### config.mk
export PLATFORM = sky130hd
export DESIGN_NAME = dma_desc_sched_flat
export DESIGN_NICKNAME = d
export VERILOG_FILES = /design/src/rtl/dma_desc_sched_if.sv /design/src/rtl/dma_desc_sched.sv /design/src/flat_wrapper.sv
export SDC_FILE = /design/constraint.sdc
export NUM_CORES = 2
export LEC_CHECK = 0
export ABC_AREA = 1
export CORE_ASPECT_RATIO = 0.75
export CORE_UTILIZATION = 35
export DETAILED_ROUTE_END_ITERATION = 10
export GPL_ROUTABILITY_DRIVEN = 0
export SETUP_SLACK_MARGIN = 0.1
export SLEW_MARGIN = 25
export SYNTH_ARGS = -nofsm -noshare
export SYNTH_HDL_FRONTEND = slang
export SYNTH_SLANG_ARGS = --single-unit
### constraint.sdc
create_clock -name clk -period 17.5 [get_ports clk]
set_input_delay 4.375 -clock clk [delete_from_list [all_inputs] [get_ports clk]]
set_output_delay 4.375 -clock clk [all_outputs]
set_load 0.02 [all_outputs]
### src/rtl/dma_desc_sched_if.sv
// Descriptor-queue scheduler bus: per-channel push side, DMA launch side, error control.
// Master drives pushes/DMA status, slave is the scheduler; all handshakes are level signals.
interface dma_desc_sched_if #(
    parameter int NUM_CH = 4,
    parameter int DEPTH  = 8,
    parameter int ADDR_W = 32,
    parameter int LEN_W  = 32
);
    localparam int LVL_W = $clog2(DEPTH + 1);
    localparam int CH_W  = (NUM_CH > 1) ? $clog2(NUM_CH) : 1;

    logic [NUM_CH-1:0]        ch_valid_i;
    logic [NUM_CH-1:0]        ch_ready_o;
    logic [NUM_CH*ADDR_W-1:0] ch_src_i;
    logic [NUM_CH*ADDR_W-1:0] ch_dst_i;
    logic [NUM_CH*LEN_W-1:0]  ch_len_i;
    logic [NUM_CH*LVL_W-1:0]  ch_level_o;
    logic [NUM_CH-1:0]        ch_done_o;
    logic                     dma_go_o;
    logic [ADDR_W-1:0]        dma_src_o;
    logic [ADDR_W-1:0]        dma_dst_o;
    logic [LEN_W-1:0]         dma_len_o;
    logic                     dma_done_i;
    logic                     dma_error_i;
    logic                     busy_o;
    logic                     err_o;
    logic [CH_W-1:0]          err_ch_o;
    logic                     clr_err_i;

    modport slave (
        input  ch_valid_i, ch_src_i, ch_dst_i, ch_len_i, dma_done_i, dma_error_i, clr_err_i,
        output ch_ready_o, ch_level_o, ch_done_o, dma_go_o, dma_src_o, dma_dst_o, dma_len_o,
               busy_o, err_o, err_ch_o
    );

    modport master (
        output ch_valid_i, ch_src_i, ch_dst_i, ch_len_i, dma_done_i, dma_error_i, clr_err_i,
        input  ch_ready_o, ch_level_o, ch_done_o, dma_go_o, dma_src_o, dma_dst_o, dma_len_o,
               busy_o, err_o, err_ch_o
    );
endinterface

### src/rtl/dma_desc_sched.sv
// Per-channel descriptor FIFOs + round-robin launcher for one DMA engine; push->go 2 cycles.
// Push backpressure from registered FIFO full only; one descriptor in flight, HALT on error.
module dma_desc_sched #(
    parameter int NUM_CH = 4,
    parameter int DEPTH  = 8,
    parameter int ADDR_W = 32,
    parameter int LEN_W  = 32
) (
    input logic               clk,
    input logic               rst,
    dma_desc_sched_if.slave   sched_bus
);
    localparam int AIW   = $clog2(DEPTH);
    localparam int PW    = AIW + 1;
    localparam int LVL_W = $clog2(DEPTH + 1);
    localparam int CHW   = (NUM_CH > 1) ? $clog2(NUM_CH) : 1;

    localparam logic [1:0] S_IDLE  = 2'd0;
    localparam logic [1:0] S_ISSUE = 2'd1;
    localparam logic [1:0] S_WAIT  = 2'd2;
    localparam logic [1:0] S_HALT  = 2'd3;

    logic [NUM_CH-1:0]   w_full;
    logic [NUM_CH-1:0]   w_nonempty;
    logic [NUM_CH-1:0]   w_push;
    logic [2*NUM_CH-1:0] w_ne2;
    logic [NUM_CH-1:0]   w_rot;
    logic [ADDR_W-1:0]   w_head_src [NUM_CH];
    logic [ADDR_W-1:0]   w_head_dst [NUM_CH];
    logic [LEN_W-1:0]    w_head_len [NUM_CH];
    logic                w_any;
    logic                w_pop;
    int                  w_off;
    int                  w_sum;
    logic [CHW-1:0]      w_grant;
    logic [CHW-1:0]      w_rr_next;

    logic [1:0]          r_state;
    logic [CHW-1:0]      r_rr;
    logic [CHW-1:0]      r_grant;
    logic [CHW-1:0]      r_err_ch;
    logic                r_go;
    logic                r_err;
    logic [NUM_CH-1:0]   r_done;
    logic [ADDR_W-1:0]   r_src;
    logic [ADDR_W-1:0]   r_dst;
    logic [LEN_W-1:0]    r_len;

    assign w_pop = (r_state == S_IDLE) && w_any;

    for (genvar c = 0; c < NUM_CH; c++) begin : g_ch
        logic [PW-1:0]     r_wr;
        logic [PW-1:0]     r_rd;
        logic [ADDR_W-1:0] r_src_mem [DEPTH];
        logic [ADDR_W-1:0] r_dst_mem [DEPTH];
        logic [LEN_W-1:0]  r_len_mem [DEPTH];

        // Full when the pointers differ only in the wrap bit.
        assign w_full[c]     = (r_wr[AIW-1:0] == r_rd[AIW-1:0]) && (r_wr[PW-1] != r_rd[PW-1]);
        assign w_nonempty[c] = (r_wr != r_rd);
        assign w_push[c]     = sched_bus.ch_valid_i[c] && !w_full[c];
        assign sched_bus.ch_ready_o[c] = !w_full[c];
        assign sched_bus.ch_level_o[c*LVL_W +: LVL_W] = LVL_W'(r_wr - r_rd);
        assign w_head_src[c] = r_src_mem[r_rd[AIW-1:0]];
        assign w_head_dst[c] = r_dst_mem[r_rd[AIW-1:0]];
        assign w_head_len[c] = r_len_mem[r_rd[AIW-1:0]];

        always_ff @(posedge clk or posedge rst) begin
            if (rst) begin
                r_wr <= '0;
                r_rd <= '0;
            end else begin
                if (w_push[c])
                    r_wr <= r_wr + PW'(1);
                if (w_pop && (w_grant == CHW'(c)))
                    r_rd <= r_rd + PW'(1);
            end
        end

        always_ff @(posedge clk) begin
            if (w_push[c]) begin
                r_src_mem[r_wr[AIW-1:0]] <= sched_bus.ch_src_i[c*ADDR_W +: ADDR_W];
                r_dst_mem[r_wr[AIW-1:0]] <= sched_bus.ch_dst_i[c*ADDR_W +: ADDR_W];
                r_len_mem[r_wr[AIW-1:0]] <= sched_bus.ch_len_i[c*LEN_W +: LEN_W];
            end
        end
    end

    // Rotate non-empty mask so bit 0 is rr_ptr; lowest set bit is the grant offset.
    assign w_ne2 = {w_nonempty, w_nonempty};
    assign w_rot = NUM_CH'(w_ne2 >> r_rr);

    always_comb begin
        w_any = 1'b0;
        w_off = 0;
        for (int i = NUM_CH - 1; i >= 0; i--) begin
            if (w_rot[i]) begin
                w_any = 1'b1;
                w_off = i;
            end
        end
        w_sum = int'(r_rr) + w_off;
        if (w_sum >= NUM_CH)
            w_sum = w_sum - NUM_CH;
        w_grant = CHW'(w_sum);
    end

    assign w_rr_next = (w_grant == CHW'(NUM_CH - 1)) ? '0 : w_grant + CHW'(1);

    always_ff @(posedge clk or posedge rst) begin
        if (rst) begin
            r_state  <= S_IDLE;
            r_rr     <= '0;
            r_grant  <= '0;
            r_err_ch <= '0;
            r_go     <= 1'b0;
            r_err    <= 1'b0;
            r_done   <= '0;
            r_src    <= '0;
            r_dst    <= '0;
            r_len    <= '0;
        end else begin
            r_go   <= 1'b0;
            r_done <= '0;
            case (r_state)
                S_IDLE: begin
                    if (w_any) begin
                        r_src   <= w_head_src[w_grant];
                        r_dst   <= w_head_dst[w_grant];
                        r_len   <= w_head_len[w_grant];
                        r_grant <= w_grant;
                        r_rr    <= w_rr_next;
                        // Zero-length descriptors complete without touching the DMA.
                        if (w_head_len[w_grant] == '0) begin
                            r_done[w_grant] <= 1'b1;
                        end else begin
                            r_go    <= 1'b1;
                            r_state <= S_ISSUE;
                        end
                    end
                end
                S_ISSUE: r_state <= S_WAIT;
                S_WAIT: begin
                    if (sched_bus.dma_error_i) begin
                        r_err    <= 1'b1;
                        r_err_ch <= r_grant;
                        r_state  <= S_HALT;
                    end else if (sched_bus.dma_done_i) begin
                        r_done[r_grant] <= 1'b1;
                        r_state         <= S_IDLE;
                    end
                end
                S_HALT: begin
                    if (sched_bus.clr_err_i) begin
                        r_err   <= 1'b0;
                        r_state <= S_IDLE;
                    end
                end
                default: r_state <= S_IDLE;
            endcase
        end
    end

    assign sched_bus.dma_go_o  = r_go;
    assign sched_bus.dma_src_o = r_src;
    assign sched_bus.dma_dst_o = r_dst;
    assign sched_bus.dma_len_o = r_len;
    assign sched_bus.ch_done_o = r_done;
    assign sched_bus.busy_o    = (r_state == S_ISSUE) || (r_state == S_WAIT);
    assign sched_bus.err_o     = r_err;
    assign sched_bus.err_ch_o  = r_err_ch;
endmodule

### src/flat_wrapper.sv
// flat-port wrapper written by rule: the top's interface ports become plain ports
module dma_desc_sched_flat 
#(
    parameter int NUM_CH = 4,
    parameter int DEPTH  = 8,
    parameter int ADDR_W = 32,
    parameter int LEN_W  = 32
)
  (clk, rst, sched_bus_ch_valid_i, sched_bus_ch_src_i, sched_bus_ch_dst_i, sched_bus_ch_len_i, sched_bus_dma_done_i, sched_bus_dma_error_i, sched_bus_clr_err_i, sched_bus_ch_ready_o, sched_bus_ch_level_o, sched_bus_ch_done_o, sched_bus_dma_go_o, sched_bus_dma_src_o, sched_bus_dma_dst_o, sched_bus_dma_len_o, sched_bus_busy_o, sched_bus_err_o, sched_bus_err_ch_o);
  dma_desc_sched_if #(.NUM_CH(NUM_CH), .DEPTH(DEPTH), .ADDR_W(ADDR_W), .LEN_W(LEN_W)) sched_bus_i ();
  input logic clk;
  input logic rst;
  input wire logic [$bits(sched_bus_i.ch_valid_i)-1:0] sched_bus_ch_valid_i;
  input wire logic [$bits(sched_bus_i.ch_src_i)-1:0] sched_bus_ch_src_i;
  input wire logic [$bits(sched_bus_i.ch_dst_i)-1:0] sched_bus_ch_dst_i;
  input wire logic [$bits(sched_bus_i.ch_len_i)-1:0] sched_bus_ch_len_i;
  input wire logic [$bits(sched_bus_i.dma_done_i)-1:0] sched_bus_dma_done_i;
  input wire logic [$bits(sched_bus_i.dma_error_i)-1:0] sched_bus_dma_error_i;
  input wire logic [$bits(sched_bus_i.clr_err_i)-1:0] sched_bus_clr_err_i;
  output wire logic [$bits(sched_bus_i.ch_ready_o)-1:0] sched_bus_ch_ready_o;
  output wire logic [$bits(sched_bus_i.ch_level_o)-1:0] sched_bus_ch_level_o;
  output wire logic [$bits(sched_bus_i.ch_done_o)-1:0] sched_bus_ch_done_o;
  output wire logic [$bits(sched_bus_i.dma_go_o)-1:0] sched_bus_dma_go_o;
  output wire logic [$bits(sched_bus_i.dma_src_o)-1:0] sched_bus_dma_src_o;
  output wire logic [$bits(sched_bus_i.dma_dst_o)-1:0] sched_bus_dma_dst_o;
  output wire logic [$bits(sched_bus_i.dma_len_o)-1:0] sched_bus_dma_len_o;
  output wire logic [$bits(sched_bus_i.busy_o)-1:0] sched_bus_busy_o;
  output wire logic [$bits(sched_bus_i.err_o)-1:0] sched_bus_err_o;
  output wire logic [$bits(sched_bus_i.err_ch_o)-1:0] sched_bus_err_ch_o;
  assign sched_bus_i.ch_valid_i = sched_bus_ch_valid_i;
  assign sched_bus_i.ch_src_i = sched_bus_ch_src_i;
  assign sched_bus_i.ch_dst_i = sched_bus_ch_dst_i;
  assign sched_bus_i.ch_len_i = sched_bus_ch_len_i;
  assign sched_bus_i.dma_done_i = sched_bus_dma_done_i;
  assign sched_bus_i.dma_error_i = sched_bus_dma_error_i;
  assign sched_bus_i.clr_err_i = sched_bus_clr_err_i;
  assign sched_bus_ch_ready_o = sched_bus_i.ch_ready_o;
  assign sched_bus_ch_level_o = sched_bus_i.ch_level_o;
  assign sched_bus_ch_done_o = sched_bus_i.ch_done_o;
  assign sched_bus_dma_go_o = sched_bus_i.dma_go_o;
  assign sched_bus_dma_src_o = sched_bus_i.dma_src_o;
  assign sched_bus_dma_dst_o = sched_bus_i.dma_dst_o;
  assign sched_bus_dma_len_o = sched_bus_i.dma_len_o;
  assign sched_bus_busy_o = sched_bus_i.busy_o;
  assign sched_bus_err_o = sched_bus_i.err_o;
  assign sched_bus_err_ch_o = sched_bus_i.err_ch_o;
  dma_desc_sched #(.NUM_CH(NUM_CH), .DEPTH(DEPTH), .ADDR_W(ADDR_W), .LEN_W(LEN_W)) u_core (.clk(clk), .rst(rst), .sched_bus(sched_bus_i));
endmodule
# Yosys cells after proc, flatten, opt, wreduce, memory -nomap -nowiden
# Memory sizes are Yosys's and may differ from the RTL's.
# Index checks and enable logic that the tools add are counted.
dict set report word_totals {
  memories 12
  reg_bits 142
  output_inout_bits 125
  input_bits 393
  ram_bits 3072
}
# memory depth width read_ports rd_clocked_by_memory_dff wr line_no
set memory_table {}
lappend memory_table {{u_core.g_ch[0].r_dst_mem} 8 32 1 0 1 dma_desc_sched.sv:55} ;# logic [ADDR_W-1:0] r_dst_mem [DEPTH];
lappend memory_table {{u_core.g_ch[0].r_len_mem} 8 32 1 0 1 dma_desc_sched.sv:56} ;# logic [LEN_W-1:0] r_len_mem [DEPTH];
lappend memory_table {{u_core.g_ch[0].r_src_mem} 8 32 1 0 1 dma_desc_sched.sv:54} ;# logic [ADDR_W-1:0] r_src_mem [DEPTH];
lappend memory_table {{u_core.g_ch[1].r_dst_mem} 8 32 1 0 1 dma_desc_sched.sv:55}
lappend memory_table {{u_core.g_ch[1].r_len_mem} 8 32 1 0 1 dma_desc_sched.sv:56}
lappend memory_table {{u_core.g_ch[1].r_src_mem} 8 32 1 0 1 dma_desc_sched.sv:54}
lappend memory_table {{+6 memories} n/a n/a n/a n/a n/a n/a}
dict set report classes {
  eq_ne 23
  bitwise 1
  shift 1
  mux 48
  add_sub_neg 15
  n_reduce_logical 28
  n_lt_le_gt_ge 6
}
# op n
set op_table {}
lappend op_table {{32-bit binary-select mux with 2-bit select} 3}
lappend op_table {{32-bit 2-to-1 mux} 6}
lappend op_table {{4-bit by 1-bit adder with 4-bit output, second input constant} 8}
lappend op_table {{32-bit logical NOT} 1}
lappend op_table {{2-bit 2-to-1 mux} 11}
lappend op_table {{1-bit 2-to-1 mux} 19}
lappend op_table {{4-bit 2-to-1 mux} 4}
lappend op_table {{4-bit != test} 4}
lappend op_table {{4-bit subtractor} 4}
lappend op_table {{1-bit logical AND} 15}
lappend op_table {{3-bit == test} 4}
lappend op_table {{2-bit == test, second input constant} 4}
lappend op_table {{2-bit one-hot mux with 4 select lines} 1}
lappend op_table {{4-bit one-hot mux with 2 select lines} 1}
lappend op_table {{8-bit by 2-bit >> shifter with 4-bit output} 1}
lappend op_table {{3-bit greater-or-equal comparator, second input constant} 2}
lappend op_table {{2-bit by 3-bit less-than comparator with 1-bit output, second input constant} 2}
lappend op_table {{2-bit != test, second input constant} 3}
lappend op_table {{1-bit demux with 2-bit select} 2}
lappend op_table {{2-bit by 1-bit == test with 1-bit output, second input constant} 2}
lappend op_table {{2-bit by 1-bit greater-or-equal comparator with 1-bit output, second input constant} 2}
lappend op_table {{1-bit logical NOT} 4}
lappend op_table {{2-bit logical NOT} 2}
lappend op_table {{1-bit != test} 4}
lappend op_table {{12 further kinds} 13}

# Longest topological paths before layout
dict set report depth {
  ltp_word 17
  depth_mapped 31
}

# Worst setup path before layout
# OpenSTA, ideal clock, no wires.
dict set report synth_timing {
  path_kind {input to register}
  start {input sched_bus_ch_valid_i[0]}
  end {memory u_core.g_ch[0].r_dst_mem[7][0] (enable)}
  cell_stages 4
  required_time_ns 16.946
  arrival_time_ns 8.707
  path_slack_ns 8.239
  cell_sequence {nand2_1 inv_1 nand2_1 nor2_1}
}
dict set report synth_between {
  elab_chain_len 3
}
# element line_no
set synth_lines {}
lappend synth_lines {{from (decl)} flat_wrapper.sv:13} ;# input wire logic [$bits(sched_bus_i.ch_valid_i)-1:0] sched_bus_ch_valid_i;
lappend synth_lines {{1-bit logical AND} dma_desc_sched.sv:61} ;# assign w_push[c] = sched_bus.ch_valid_i[c] && !w_full[c];
lappend synth_lines {{1-bit 2-to-1 mux} dma_desc_sched.sv:81} ;# if (w_push[c]) begin
lappend synth_lines {{1-bit 2-to-1 mux (not written as such)} dma_desc_sched.sv:83} ;# r_dst_mem[r_wr[AIW-1:0]] <= sched_bus.ch_dst_i[c*ADDR_W +: ADDR_W];
lappend synth_lines {{to (decl)} dma_desc_sched.sv:55}
# No other way between the ends.

# Worst setup path in the final report
dict set report layout_timing {
  start {register u_core.g_ch[3].r_rd[1]}
  end {output sched_bus_ch_level_o[15]}
}
dict set report layout_between {
  elab_chain_len 1
}
# element line_no
set layout_lines {}
lappend layout_lines {{from (decl)} dma_desc_sched.sv:53} ;# logic [PW-1:0] r_rd;
lappend layout_lines {{from (signal assigned)} dma_desc_sched.sv:76} ;# r_rd <= r_rd + PW'(1);
lappend layout_lines {{4-bit subtractor} dma_desc_sched.sv:63} ;# assign sched_bus.ch_level_o[c*LVL_W +: LVL_W] = LVL_W'(r_wr - r_rd);
lappend layout_lines {{to (decl)} flat_wrapper.sv:21} ;# output wire logic [$bits(sched_bus_i.ch_level_o)-1:0] sched_bus_ch_level_o;
# No other way between the ends.

==> impl_metrics.toml <==
[drt]
drtIter0Drc = 8842
ant_nets = 0
wire_per_inst_um = 25.5
via_per_inst = 5.45
dr.pass1.iters = 8
drt_wl_total_mm = 372
drc = 0
via_count = 79700

[place]
post_dp_cell_area_um2 = 135000
place_inst = 14000
dp_hpwl_mm = 225
place_ws_ns = 9.52
portBuffers = 517

[cts]
hold_buffers = 0
cts.path.max_buffers = 4
clk_latency_ns = 0.86
cts_buffers = 304
cts_root_buf = "clkbuf_16"
cts_tree = "done"
htree_levels = 5
cts_resized = 0
postCtsSetupBuffers = 0
clk_pin_slew_ns = 0.06
cts_num_sinks = 3214

[min_path]
hold_path_class = "reg -> reg"

[layout]
final_common_cell = "edfxtp_1"
nNetsFinal = 10100
fin_area_um2 = 145000
area_growth_pct = 15.5
drive_above_1_share_pct = 6.05
fin_cells = 14600
final_cell_mix = "edfxtp_1 (3072), o21ai_0 (1755), nor2_1 (1684), nand2_1 (607), clkdlybuf4s50_1 (517)"

[grt]
grt_pass1_vias = 75400
grt_max_degree = 217
grt_antenna_before_repair = 153
grt-ovfl-total = 0
grt_first_pass_wirelength_mm = 532
grtUsageTotal_pct = 19.9

[sta]
rsz0062_at_grt = "no"
clock_skew_ns = 0.0338
fin_tns_setup_ns = 0
worst_slew_margin_rel_pct = 29.9
setup_viol = 0
finalHoldViolCount = 0
clock.fmax_mhz = 119
worst_slack_ns = 9.07
final_max_slew_viol_count = 0
min_period_ns = 8.43
post-route-period-util_pct = 48.1
worst_pin_slew_ns = 1.05

[critical_path]
reg2regPathDepth = 18
critPathLaunch = "u_core.g_ch[3].r_rd[1]"
path_class = "reg -> out"
crit_fanout = 64
crit_required_ns = 13.12
cp.arrival_ns = 4.05
rrSetupSlack_ns = 10.88
r2r_start = "u_core.g_ch[2].r_rd[2]"
r2r_end = "u_core.sched_bus.dma_src_o[19]"
end_kind = "output port"
endpoint = "sched_bus_ch_level_o[15]"
crit_path_start_kind = "flop"

[yosys]
synth_area_um2 = 125000
synth.net_count = 9812
ys_seq_area_share_pct = 76.5
syn_avg_cell_area_um2 = 13.3
synth.distinct_cells = 32
yosysWarnings = 0
synth_cells = 9387
synth_seq_cells = 3214

[pwr]
ir_drop_mv = 0.198
p_leak_uw = 0.0462
power_density_nw_per_um2 = 184
p_total_uw = 26700

[die]
rows = 189
core_area_um2 = 355000
top_level_ports = 518
start_util_pct = 35.3
die_w_um = 693
die_h_um = 520
die-area_um2 = 360000

[outcome]
outcome = "finished, final reports clean"

[job]
max_cap_violations = 0
-- worst min path at each step --
stage          cells after the start                            from                        endpoint
2_1_floorplan                      1          u_core.g_ch[1].r_wr[3]          u_core.g_ch[1].r_wr[3]
3_3_place_gp                       2  u_core.sched_bus.dma_len_o[15]  u_core.sched_bus.dma_len_o[15]
3_5_place_dp                       2  u_core.sched_bus.dma_len_o[15]  u_core.sched_bus.dma_len_o[15]
4_1_cts                            1          u_core.g_ch[2].r_wr[3]          u_core.g_ch[2].r_wr[3]
5_1_grt                            2   u_core.sched_bus.dma_len_o[8]   u_core.sched_bus.dma_len_o[8]
6_report                           2   u_core.sched_bus.dma_len_o[8]   u_core.sched_bus.dma_len_o[8]
-- Yosys cell counts --
cell type  count  area [um2]
nand3_1      210        1050
edfxtp_1    3072       92200
dfrtp_1      142        3550
fa_1           4        80.1
ha_1          28         350
buf_6          4        45.0
o211ai_1      65         488
nor4_1         2        12.5
a211oi_1      13        97.6
clkinv_1       6        22.5
buf_1         48         180
a21oi_1      122         611
inv_2          3        11.3
o221ai_1     293        2570
xor2_1        25         219
clkbuf_1     561        2110
o21ai_1       43         215
buf_2         57         285
nand2_1      608        2280
inv_1         89         334
o21ai_0     1755        8780
nor2_2         8        50.1
nand3_2        3        30.0
nor2_1      1717        6440
nand4_1        7        43.8
xnor2_1        4        35.0
o21a_1         1        7.51
o22ai_1      439        2750
nor3_1         1        5.00
a31oi_1       52         325
buf_4          3        22.5
nand2_2        2        12.5
-- power by group --
group	switching, uW	total [uW]	internal [uW]
Clock	2800	6410	3610
Combinational	7190	9780	2590
Sequential	689	10500	9800
-- flip-flops by register name, summed over array words and instances, names as in the netlist --
name and cells:
u_core.sched_bus.dma_dst_o 32, u_core.r_grant 2, u_core.sched_bus.err_o 1, u_core.sched_bus.dma_go_o 1, u_core.g_ch.r_wr 16, u_core.g_ch.r_len_mem 1024, u_core.sched_bus.dma_src_o 32, u_core.g_ch.r_dst_mem 1024
u_core.r_rr 2, u_core.sched_bus.err_ch_o 2, u_core.sched_bus.dma_len_o 32, u_core.g_ch.r_rd 16, u_core.sched_bus.ch_done_o 4, u_core.g_ch.r_src_mem 1024, u_core.r_state 2
-- layout make-up --
class                   instances  area (um2)
inverters                      98         433
flip-flops and latches       3214       95800
well taps                    4679        5850
multi-input cells            5402       26700
diodes                         54         135
fillers                     32100      210000
clock inverters               134        1150
repair buffers                645        6250
clock buffers                 394        8250
-- critical path, cell delays in order, from the launching register on --
cell and delay (ns):
dfrtp_4 0.91, inv_6 0.38, ha_1 0.41, nand2_1 0.08, o21ai_0 0.20, xor2_1 0.45, clkdlybuf4s50_1 0.71
-- per-stage QoR --
step	utilization, %	hold WS [ns]
6_report	40.8	0.486
5_1_grt	40.8	0.513
4_1_cts	40.7	0.493
3_5_place_dp	38.1	0.478
3_3_place_gp	38.1	0.472
2_1_floorplan	-	0.463
-- cells by family (layout without fill, tap and decap cells) --
kind of cell             Yosys count  count (layout)  share of synthesized area [%]
flip-flops                      3214            3214                           76.5
AO/OA/AOI/OAI                   2783            2783                           12.6
AND/OR/NAND/NOR                 2558            2558                           7.93
buffers and inverters            771            1271                           2.40
adder cells (fa/ha/maj)           32              32                          0.344
XOR/XNOR                          29              29                          0.203
other                              0              54                              0
-- per-layer routing --
metal	wire [um]	GRT usage (%)	vias to the layer above
met4	17100	8.87	60
met1	150000	26.1	40000
met2	178000	32.4	3307
met5	356	0	-
li1	-	-	35700
met3	27300	3.49	687
Note: power is estimated with default switching activity, not from simulation.
